--- src/rtl/uart_rx_frontend_if.sv ---
`default_nettype none
// ============================================================================
// Module      : uart_rx_frontend_if
// Description : Signal bundle between a UART receiver front end and its
//               surroundings.
//                 srx_pad_i - raw serial line (idle 1), asynchronous to clk
//                 dl        - 16x-tick divisor in clk cycles (0 = disabled)
//                 dl_load   - one-cycle pulse: dl has just been rewritten
//                 srx_o     - synchronised / filtered serial line
//                 enable_o  - one-clk-wide 16x oversampling tick
//                 break_o   - line-break indication
//               master : drives the line and divisor, observes the outputs
//               slave  : the front end itself
// Revision    : 1.0 - initial release
// ============================================================================
interface uart_rx_frontend_if;
  logic        srx_pad_i;
  logic [15:0] dl;
  logic        dl_load;
  logic        srx_o;
  logic        enable_o;
  logic        break_o;

  modport master (
    output srx_pad_i, dl, dl_load,
    input  srx_o, enable_o, break_o
  );

  modport slave (
    input  srx_pad_i, dl, dl_load,
    output srx_o, enable_o, break_o
  );
endinterface
`default_nettype wire

--- src/rtl/uart_rx_frontend.sv ---
`default_nettype none
// ============================================================================
// Module      : uart_rx_frontend
// Description : Receive-side front end of a UART. Resynchronises the serial
//               line, optionally removes single-clock glitches, generates
//               the 16x oversampling tick from the divisor and flags a line
//               break after 192 consecutive low ticks (12 bit-times).
// Ports       : clk       - system clock, rising edge
//               wb_rst_i  - asynchronous active-high reset
//               bus       - uart_rx_frontend_if.slave (line, divisor,
//                           srx_o / enable_o / break_o)
// Config      : define UART_RX_GLITCH_FILTER_EN to compile in the 3-sample
//               majority glitch filter (stable-change latency 4 clk instead
//               of 3).
// Revision    : 1.0 - initial release
// ============================================================================
module uart_rx_frontend (
  input  wire                  clk,
  input  wire                  wb_rst_i,
  uart_rx_frontend_if.slave    bus
);

  // Last count value before break is declared: 192 ticks = counts 0..191.
  localparam logic [7:0] c_BRK_LAST = 8'd191;

  logic        r_sync1;
  logic        r_sync2;
  logic        r_srx;
  logic [15:0] r_dlc;
  logic        r_enable;
  logic [7:0]  r_brk_cnt;
  logic        r_break;

  logic        w_dl_zero;
  logic [15:0] w_dl_m1;

  assign w_dl_zero = (bus.dl == 16'd0);
  assign w_dl_m1   = bus.dl - 16'd1;

  // --------------------------------------------------------------------------
  // Line resynchroniser and optional majority filter
  // --------------------------------------------------------------------------
`ifdef UART_RX_GLITCH_FILTER_EN
  logic r_s0;
  logic r_s1;

  always_ff @(posedge clk or posedge wb_rst_i) begin
    if (wb_rst_i) begin
      r_sync1 <= 1'b1;
      r_sync2 <= 1'b1;
      r_s0    <= 1'b1;
      r_s1    <= 1'b1;
      r_srx   <= 1'b1;
    end else begin
      r_sync1 <= bus.srx_pad_i;
      r_sync2 <= r_sync1;
      r_s0    <= r_sync2;
      r_s1    <= r_s0;
      // A one-clk pulse occupies only one of the three taps at any time,
      // so the 2-of-3 vote never passes it.
      r_srx   <= (r_sync2 & r_s0) | (r_sync2 & r_s1) | (r_s0 & r_s1);
    end
  end
`else
  always_ff @(posedge clk or posedge wb_rst_i) begin
    if (wb_rst_i) begin
      r_sync1 <= 1'b1;
      r_sync2 <= 1'b1;
      r_srx   <= 1'b1;
    end else begin
      r_sync1 <= bus.srx_pad_i;
      r_sync2 <= r_sync1;
      r_srx   <= r_sync2;
    end
  end
`endif

  // --------------------------------------------------------------------------
  // Baud tick generator
  // --------------------------------------------------------------------------
  // dlc == 0 after reset, so the first tick appears on the first edge after
  // release. A dl_load suppresses the tick in its own cycle and reloads
  // dl-1, which puts the next tick exactly dl cycles after the load edge.
  always_ff @(posedge clk or posedge wb_rst_i) begin
    if (wb_rst_i) begin
      r_dlc    <= 16'd0;
      r_enable <= 1'b0;
    end else begin
      r_enable <= !w_dl_zero && (r_dlc == 16'd0) && !bus.dl_load;
      if (w_dl_zero) begin
        r_dlc <= 16'd0;
      end else if (bus.dl_load) begin
        r_dlc <= w_dl_m1;
      end else if (r_dlc == 16'd0) begin
        r_dlc <= w_dl_m1;
      end else begin
        r_dlc <= r_dlc - 16'd1;
      end
    end
  end

  // --------------------------------------------------------------------------
  // Break detector
  // --------------------------------------------------------------------------
  // Frozen while the divisor is disabled. A high line always wins over a
  // coincident tick. The counter saturates at its last value; break stays
  // set until the line returns high.
  always_ff @(posedge clk or posedge wb_rst_i) begin
    if (wb_rst_i) begin
      r_brk_cnt <= 8'd0;
      r_break   <= 1'b0;
    end else if (!w_dl_zero) begin
      if (r_srx) begin
        r_brk_cnt <= 8'd0;
        r_break   <= 1'b0;
      end else if (r_enable) begin
        if (r_brk_cnt == c_BRK_LAST) begin
          r_break <= 1'b1;
        end else begin
          r_brk_cnt <= r_brk_cnt + 8'd1;
        end
      end
    end
  end

  assign bus.srx_o    = r_srx;
  assign bus.enable_o = r_enable;
  assign bus.break_o  = r_break;

endmodule
`default_nettype wire

--- src/flat_wrapper.sv ---
// flat-port wrapper written by rule: the top's interface ports become plain ports
module uart_rx_frontend_flat 
  (clk, wb_rst_i, bus_srx_pad_i, bus_dl, bus_dl_load, bus_srx_o, bus_enable_o, bus_break_o);
  uart_rx_frontend_if bus_i ();
  input  wire clk;
  input  wire wb_rst_i;
  input wire logic [$bits(bus_i.srx_pad_i)-1:0] bus_srx_pad_i;
  input wire logic [$bits(bus_i.dl)-1:0] bus_dl;
  input wire logic [$bits(bus_i.dl_load)-1:0] bus_dl_load;
  output wire logic [$bits(bus_i.srx_o)-1:0] bus_srx_o;
  output wire logic [$bits(bus_i.enable_o)-1:0] bus_enable_o;
  output wire logic [$bits(bus_i.break_o)-1:0] bus_break_o;
  assign bus_i.srx_pad_i = bus_srx_pad_i;
  assign bus_i.dl = bus_dl;
  assign bus_i.dl_load = bus_dl_load;
  assign bus_srx_o = bus_i.srx_o;
  assign bus_enable_o = bus_i.enable_o;
  assign bus_break_o = bus_i.break_o;
  uart_rx_frontend u_core (.clk(clk), .wb_rst_i(wb_rst_i), .bus(bus_i));
endmodule
--- config.mk ---
export PLATFORM = sky130hd
export DESIGN_NAME = uart_rx_frontend_flat
export DESIGN_NICKNAME = d
export VERILOG_FILES = /design/src/rtl/uart_rx_frontend_if.sv /design/src/rtl/uart_rx_frontend.sv /design/src/flat_wrapper.sv
export SDC_FILE = /design/constraint.sdc
export NUM_CORES = 1
export LEC_CHECK = 0
export BUFFER_PORTS_ARGS = -buffer_cell sky130_fd_sc_hd__buf_2
export CAP_MARGIN = 20
export CORE_UTILIZATION = 35
export CTS_CLUSTER_DIAMETER = 150
export DETAILED_ROUTE_END_ITERATION = 10
export SYNTH_ARGS = -nofsm -noshare
export SYNTH_HDL_FRONTEND = slang
export SYNTH_SLANG_ARGS = --single-unit
--- constraint.sdc ---
create_clock -name clk -period 2.18 [get_ports clk]
set_clock_uncertainty 0.2 [all_clocks]
set_input_delay 0.109 -clock clk [delete_from_list [all_inputs] [get_ports clk]]
set_output_delay 0.109 -clock clk [all_outputs]
set_load 0.005 [all_outputs]
==> summary.txt, run 1 <==
Power
  – Switching pwr: 0.356 mW
  – Power Total: 1.26 mW
  – Pwr dens: 529 mW/mm2
  – Switching fraction of total power: 0.283
  – Maximum VDD drop: 0.178 mV
  – Comb power frac: 0.170
  – Lkg Pwr: 0.989 nW
  – Internal: 0.904 mW
  – Clock power share: 0.333
  – Sequential Power Share: 0.497

Die
  – Starting Density: 0.368
  – Core Box Area: 0.00517 mm2
  – Area of the die: 0.00574 mm2
  – DIE HEIGHT: 75.8 um
  – Number of I/O pins: 23
  – Die X: 75.8 um
  – Rows: 26

Route
  – DR top layer: met4
  – DR vias/cell: 5.15
  – Detailed Route Iter0 Violations: 80
  – Met1 WL: 2090 um
  – Final ANT Viol Nets: 0
  – First-pass iteration count of the detailed router: 4
  – Via Count: 1642
  – DR WL met2: 2080 um
  – Met3 wire len: 92 um
  – DR DRC count: 0
  – Mean routed wirelength per cell: 13.6 um
  – Final wirelength: 4330 um

Yosys
  – Top cell type's share of synthesized area: 0.341
  – Synth Register Bits: 29
  – Ys flop type: dfrtp_1
  – Syn nets: 226
  – Mapped Area: 0.00191 mm2
  – Sequential area share after synthesis: 0.383
  – Largest area contributor in the synthesized netlist: dfrtp_1
  – Async SR Flop Fraction: 1.00
  – Post-synth EDFFs: 0
  – Mapped Avg Cell Area: 9.43 um2
  – Top post-synthesis cells by area: dfrtp_1, xor2_1, xnor2_1
  – Yosys warns: 0
  – Netlist cell types: 48
  – Syn Inst Count: 202

Timing
  – Slew Limit Fails: 0
  – Worst-margin pin slew: 0.434 ns
  – TNS Setup: 0 ns
  – Setup ws final: 0.0482 ns
  – Tcrit/Tclk final: 0.978
  – Period minus WS final: 2.13 ns
  – Setup violations, final: 0
  – Final hold vios: 0
  – Max Fclk: 0.469 GHz
  – WHS: 0.00564 ns
  – Rel. slew slack: 0.711

Clocking
  – TritonCTS buffer count: 5
  – H-tree levels: 2
  – Deepest clock path buffer count: 2
  – CTS tree: done
  – Clock slew at reported path FFs: 0.06 ns
  – Root Buffer: clkbuf_8
  – Clk_lat worst skew: 0.28 ns
  – CTS Sinks: 29

Critical path
  – Worst R2R Start: u_core.r_dlc[6]
  – Reg-to-reg endpoint: u_core.r_dlc[5]
  – Critical path class: primary input to flip-flop
  – Crit path arrival time: 2.10 ns
  – Slowest-stage cell, CP: dlygate4sd3_1
  – Worst Path Max Fanout: 3
  – FF-to-FF setup slack: 0.07 ns
  – Worst path cell trace: dlygate4sd3_1, buf_2, or3_1, or3_4, mux2_1, o211a_1
  – Crit path capture: u_core.r_dlc[14]
  – Crit start category: primary input
  – Setup crit start: bus_dl[12]
  – Worst Path Required: 2.15 ns
  – CP endpoint kind: flip-flop
  – Crit-path max cell delay: 0.53 ns
  – FF-to-FF path depth: 6

GRT
  – Largest net degree at the start of global routing: 30
  – Total gr overflow: 0
  – Vias in the first global route: 1489
  – Initial antenna violation count: 0
  – Total global-route track usage: 0.163
  – Global-route wire length before repair: 6850 um

Layout
  – Design Area, Final: 0.00238 mm2
  – Antenna diodes: 0
  – Most frequent cells in the layout: dfrtp_1, buf_2, nor2_1
  – Leading cell type in the layout, fill and taps excluded: dfrtp_1
  – Final Non-Filler Cells: 319
  – Fin nets: 272
  – Final design utilization: 0.461
  – Layout cells sized above 1: 0.269
  – Area Overhead vs Synth: 25.0%

Min path
  – Hold WC Path Type: primary input to flip-flop

Placed design
  – HPWL Detailed: 3100 um
  – I/O Buffers: 22
  – Post-DP Area: 0.00217 mm2
  – Dpl cells: 302
  – Routability cong.: 0.821
  – Pre-CTS WS: 0.0444 ns

Flow run
  – Max Cap Viol: 0

Outcome
  – Status: complete, no violations
-- timing repair --
item	CTS	global route
hold buffers	6	0
buffers inserted	0	3
endpoints found under the setup margin	0	10
gates resized for setup	0	8
hold endpoints to repair	31	0
-- cell usage after synthesis, types with 2 or more instances --
library cell,number
dfrtp_1,26
nor2_1,21
nand2_1,13
a211oi_1,12
xor2_1,12
xnor2_1,11
nand3_1,8
nor3_1,8
inv_1,7
nand4_1,7
o21ai_0,7
nor4_1,5
a21oi_1,4
ha_1,4
or3_1,4
and3_1,3
clkbuf_1,3
dfstp_2,3
nand3b_1,3
nand4b_1,3
nor2b_1,3
nor3b_2,3
a31oi_1,2
buf_4,2
nor3b_1,2
nor4_4,2
o211a_1,2
o22a_1,2
-- state kept, by name (all words and copies together) (netlist names) --
name,flops
u_core.r_sync1,1
u_core.bus.break_o,1
u_core.r_sync2,1
u_core.r_dlc,16
u_core.bus.srx_o,1
u_core.r_brk_cnt,8
u_core.bus.enable_o,1
-- worst max-delay path, delay by kind of cell --
kind,cells,cell delay (ns)
simple gates,2,0.80
mux,1,0.31
buf+inv,2,0.67
compound gates,1,0.20
-- final cells by class --
| type | instances | area, um2 |
|---|---|---|
| clock inverters | 2 | 10.0 |
| well taps | 70 | 87.6 |
| inverters | 7 | 26.3 |
| repair buffers | 46 | 305 |
| fillers | 503 | 2790 |
| multi-input cells | 159 | 1150 |
| clock buffers | 6 | 72.6 |
| flip-flops and latches | 29 | 729 |
-- worst min path at each step --
stage,start,to,slack [ns],depth (start not counted)
3_3_place_gp,wb_rst_i,u_core.r_dlc[2],0.003,3
2_1_floorplan,bus_srx_pad_i,u_core.r_sync1,-0.09,0
6_report,bus_dl[0],u_core.r_dlc[0],0.006,4
5_1_grt,bus_dl[0],u_core.r_dlc[0],0.02,4
3_5_place_dp,wb_rst_i,u_core.r_brk_cnt[0],0.01,3
4_1_cts,bus_dl[0],u_core.r_dlc[0],0.005,4
-- per-layer routing --
| metal | global-route usage | vias to the layer above |
|---|---|---|
| li1 | - | 830 |
| met1 | 0.209 | 780 |
| met2 | 0.263 | 26 |
| met3 | 0.0317 | 6 |
| met4 | 0.0761 | 0 |
| met5 | 0 | - |
-- power by group through the flow --
stage	Clock, mW	Sequential [mW]	Combinational [mW]
6_report	0.420	0.626	0.214
5_1_grt	0.457	0.631	0.238
4_1_cts	0.441	0.624	0.202
3_5_place_dp	0	0.633	0.194
3_3_place_gp	0	0.632	0.192
2_1_floorplan	0	0.624	0.122
-- logic make-up (layout without fill, tap and decap cells) --
| family | count (synthesis) | count (layout) | share of synthesized area |
|---|---|---|---|
| compound gates | 37 | 37 | 0.141 |
| xor+xnor | 23 | 23 | 0.106 |
| fa+ha+maj | 4 | 4 | 0.0263 |
| buf+inv | 14 | 61 | 0.0361 |
| flops | 29 | 29 | 0.383 |
| mux | 1 | 1 | 0.00591 |
| simple gates | 94 | 94 | 0.302 |
Power figures use the tool's default switching activity.
==> inputs of run 2 (changes only) <==
--- a/config.mk
+++ b/config.mk
@@ -7,9 +7,12 @@
 export LEC_CHECK = 0
 export BUFFER_PORTS_ARGS = -buffer_cell sky130_fd_sc_hd__buf_2
 export CAP_MARGIN = 20
+export CELL_PAD_IN_SITES_DETAIL_PLACEMENT = 0
+export CELL_PAD_IN_SITES_GLOBAL_PLACEMENT = 1
 export CORE_UTILIZATION = 35
 export CTS_CLUSTER_DIAMETER = 150
 export DETAILED_ROUTE_END_ITERATION = 10
+export PLACE_DENSITY_LB_ADDON = 0.1
 export SYNTH_ARGS = -nofsm -noshare
 export SYNTH_HDL_FRONTEND = slang
 export SYNTH_SLANG_ARGS = --single-unit
==> summary.txt, run 2 (synthesis gave the netlist of run 1 again) <==
Outcome
  – Status: complete, no violations

Layout
  – Final Non-Filler Cells: 317 (-0.63%)
  – Largest Register: u_core.r_dlc
  – Leading cell type in the layout, fill and taps excluded: dfrtp_1
  – Layout cells sized above 1: 0.251 (-0.0181)
  – Area Overhead vs Synth: 24.2%
  – Fin nets: 270 (-0.74%)
  – Most frequent cells in the layout: dfrtp_1, buf_2, nor2_1
  – Antenna diodes: 0 (unchanged)
  – Final design utilization: 0.457 (-0.00315)
  – Largest register FFs: 16 (unchanged)
  – Biggest regs: u_core.r_dlc x16, u_core.r_brk_cnt x8

Critical path
  – CP endpoint kind: flip-flop
  – Critical path class: flip-flop to flip-flop
  – Worst Path Required: 2.17 ns (+0.02 ns)
  – Worst Path Max Fanout: 5 (+2)
  – Crit path arrival time: 2.09 ns (about the same)
  – Crit start category: flip-flop

Timing
  – Max Fclk: 0.477 GHz (+1.7%)
  – Rel. slew slack: 0.617 (-0.0940)
  – Tcrit/Tclk final: 0.961 (-0.0168)
  – RSZ-0062 raised after global routing: yes
  – Setup ws final: 0.0849 ns (+0.0366 ns)
  – Setup violations, final: 0 (unchanged)
  – Slew Limit Fails: 0 (unchanged)
  – Final hold vios: 0 (unchanged)
  – Worst-margin pin slew: 0.574 ns (+0.140 ns)
  – WHS: 0.0117 ns (+0.00610 ns)
  – Period minus WS final: 2.10 ns (-0.0366 ns)

Power
  – Lkg Pwr: 0.980 nW (-0.97%)
  – Pwr dens: 527 mW/mm2 (-0.38%)
  – Power Total: 1.25 mW (-1.1%)
  – Maximum VDD drop: 0.228 mV (+28%)

Clocking
  – CTS Sinks: 29 (unchanged)
  – Clock slew at reported path FFs: 0.06 ns (about the same)
  – Root Buffer: clkbuf_8
  – TritonCTS buffer count: 5 (unchanged)
  – H-tree levels: 2 (unchanged)
  – CTS tree: done
  – Deepest clock path buffer count: 2 (unchanged)
  – Clk_lat worst skew: 0.27 ns (about the same)

Die
  – Number of I/O pins: 23 (unchanged)
  – Area of the die: 0.00574 mm2 (unchanged)
  – Die X: 75.8 um (unchanged)
  – DIE HEIGHT: 75.8 um (unchanged)
  – Rows: 26 (unchanged)
  – Starting Density: 0.368 (unchanged)
  – Core Box Area: 0.00517 mm2 (unchanged)

Route
  – Mean routed wirelength per cell: 14.1 um (+3.4%)
  – First-pass iteration count of the detailed router: 4 (unchanged)
  – Detailed Route Iter0 Violations: 75 (-6.3%)
  – Final ANT Viol Nets: 0 (unchanged)
  – DR vias/cell: 5.27 (+2.4%)
  – Final wirelength: 4460 um (+2.8%)
  – DR DRC count: 0 (unchanged)
  – Via Count: 1671 (+1.8%)

GRT
  – Largest net degree at the start of global routing: 25 (-17%)
  – Vias in the first global route: 1633 (+9.7%)
  – Total global-route track usage: 0.174 (+0.0111)
  – Initial antenna violation count: 0 (unchanged)
  – Global-route wire length before repair: 7400 um (+8.0%)
  – Total gr overflow: 0 (unchanged)

Min path
  – Hold WC Path Type: primary input to flip-flop

Flow run
  – Max Cap Viol: 0 (unchanged)

Placed design
  – HPWL Detailed: 3410 um (+10%)
  – Routability cong.: 0.837 (+1.9%)
  – Dpl cells: 302 (unchanged)
  – I/O Buffers: 22 (unchanged)
  – Pre-CTS WS: 0.0568 ns (+0.0124 ns)
run 2: layout make-up:
cell class / count / area (um2)
Timing Repair Buffer: 44 / 302
Clock buffer: 8 / 80.1
Multi-Input combinational cell: 159 / 1140
Fill cell: 516 / 2810
Sequential cell: 29 / 729
Inverter: 7 / 26.3
Tap cell: 70 / 87.6
run 2: worst paths after layout:
check	cells past startpoint	slack (ns)	startpoint	end
max in group asynchronous	4	0.98	wb_rst_i	u_core.r_sync1
hold reg to reg	0	0.16	u_core.r_sync1	u_core.r_sync2
setup / recovery	5	0.08	u_core.r_dlc[3]	u_core.r_dlc[11]
min in group asynchronous	3	0.24	wb_rst_i	u_core.r_brk_cnt[1]
setup reg to reg	5	0.08	u_core.r_dlc[3]	u_core.r_dlc[11]
hold / removal	4	0.01	bus_dl[8]	u_core.r_dlc[8]
run 2: repair_timing:
item	4_1_cts	5_1_grt
hold endpoints to repair	15	0
endpoints found under the setup margin	0	14
hold buffers	5	0
buffers inserted	0	1
gates resized for setup	0	7
run 2: stage by stage:
step | setup TNS, ns | instance area [um2]
floorplan | 0 | 1910
global placement | 0 | 2190
detailed placement | 0 | 2190
global route | -0.00137 | 2370
finish | 0 | 2370
CTS | 0 | 2320
run 2: critical path, cell delays in order, from the launching register on:
cell	delay (ns)
dfrtp_1	0.45
or4_4	0.59
nor3b_4	0.24
nor3b_2	0.22
xnor2_1	0.10
a211oi_2	0.21
run 2: routing by layer:
metal	GRT usage	vias up	share of wire
li1	-	828	-
met1	0.216	802	0.45
met2	0.290	35	0.50
met3	0.0357	6	0.023
met4	0.0761	0	0.019
met5	0	-	0
run 2: power breakdown:
group / internal (mW) / switching [mW]
logic: 0.105 / 0.105
clock network: 0.226 / 0.182
registers: 0.577 / 0.0519
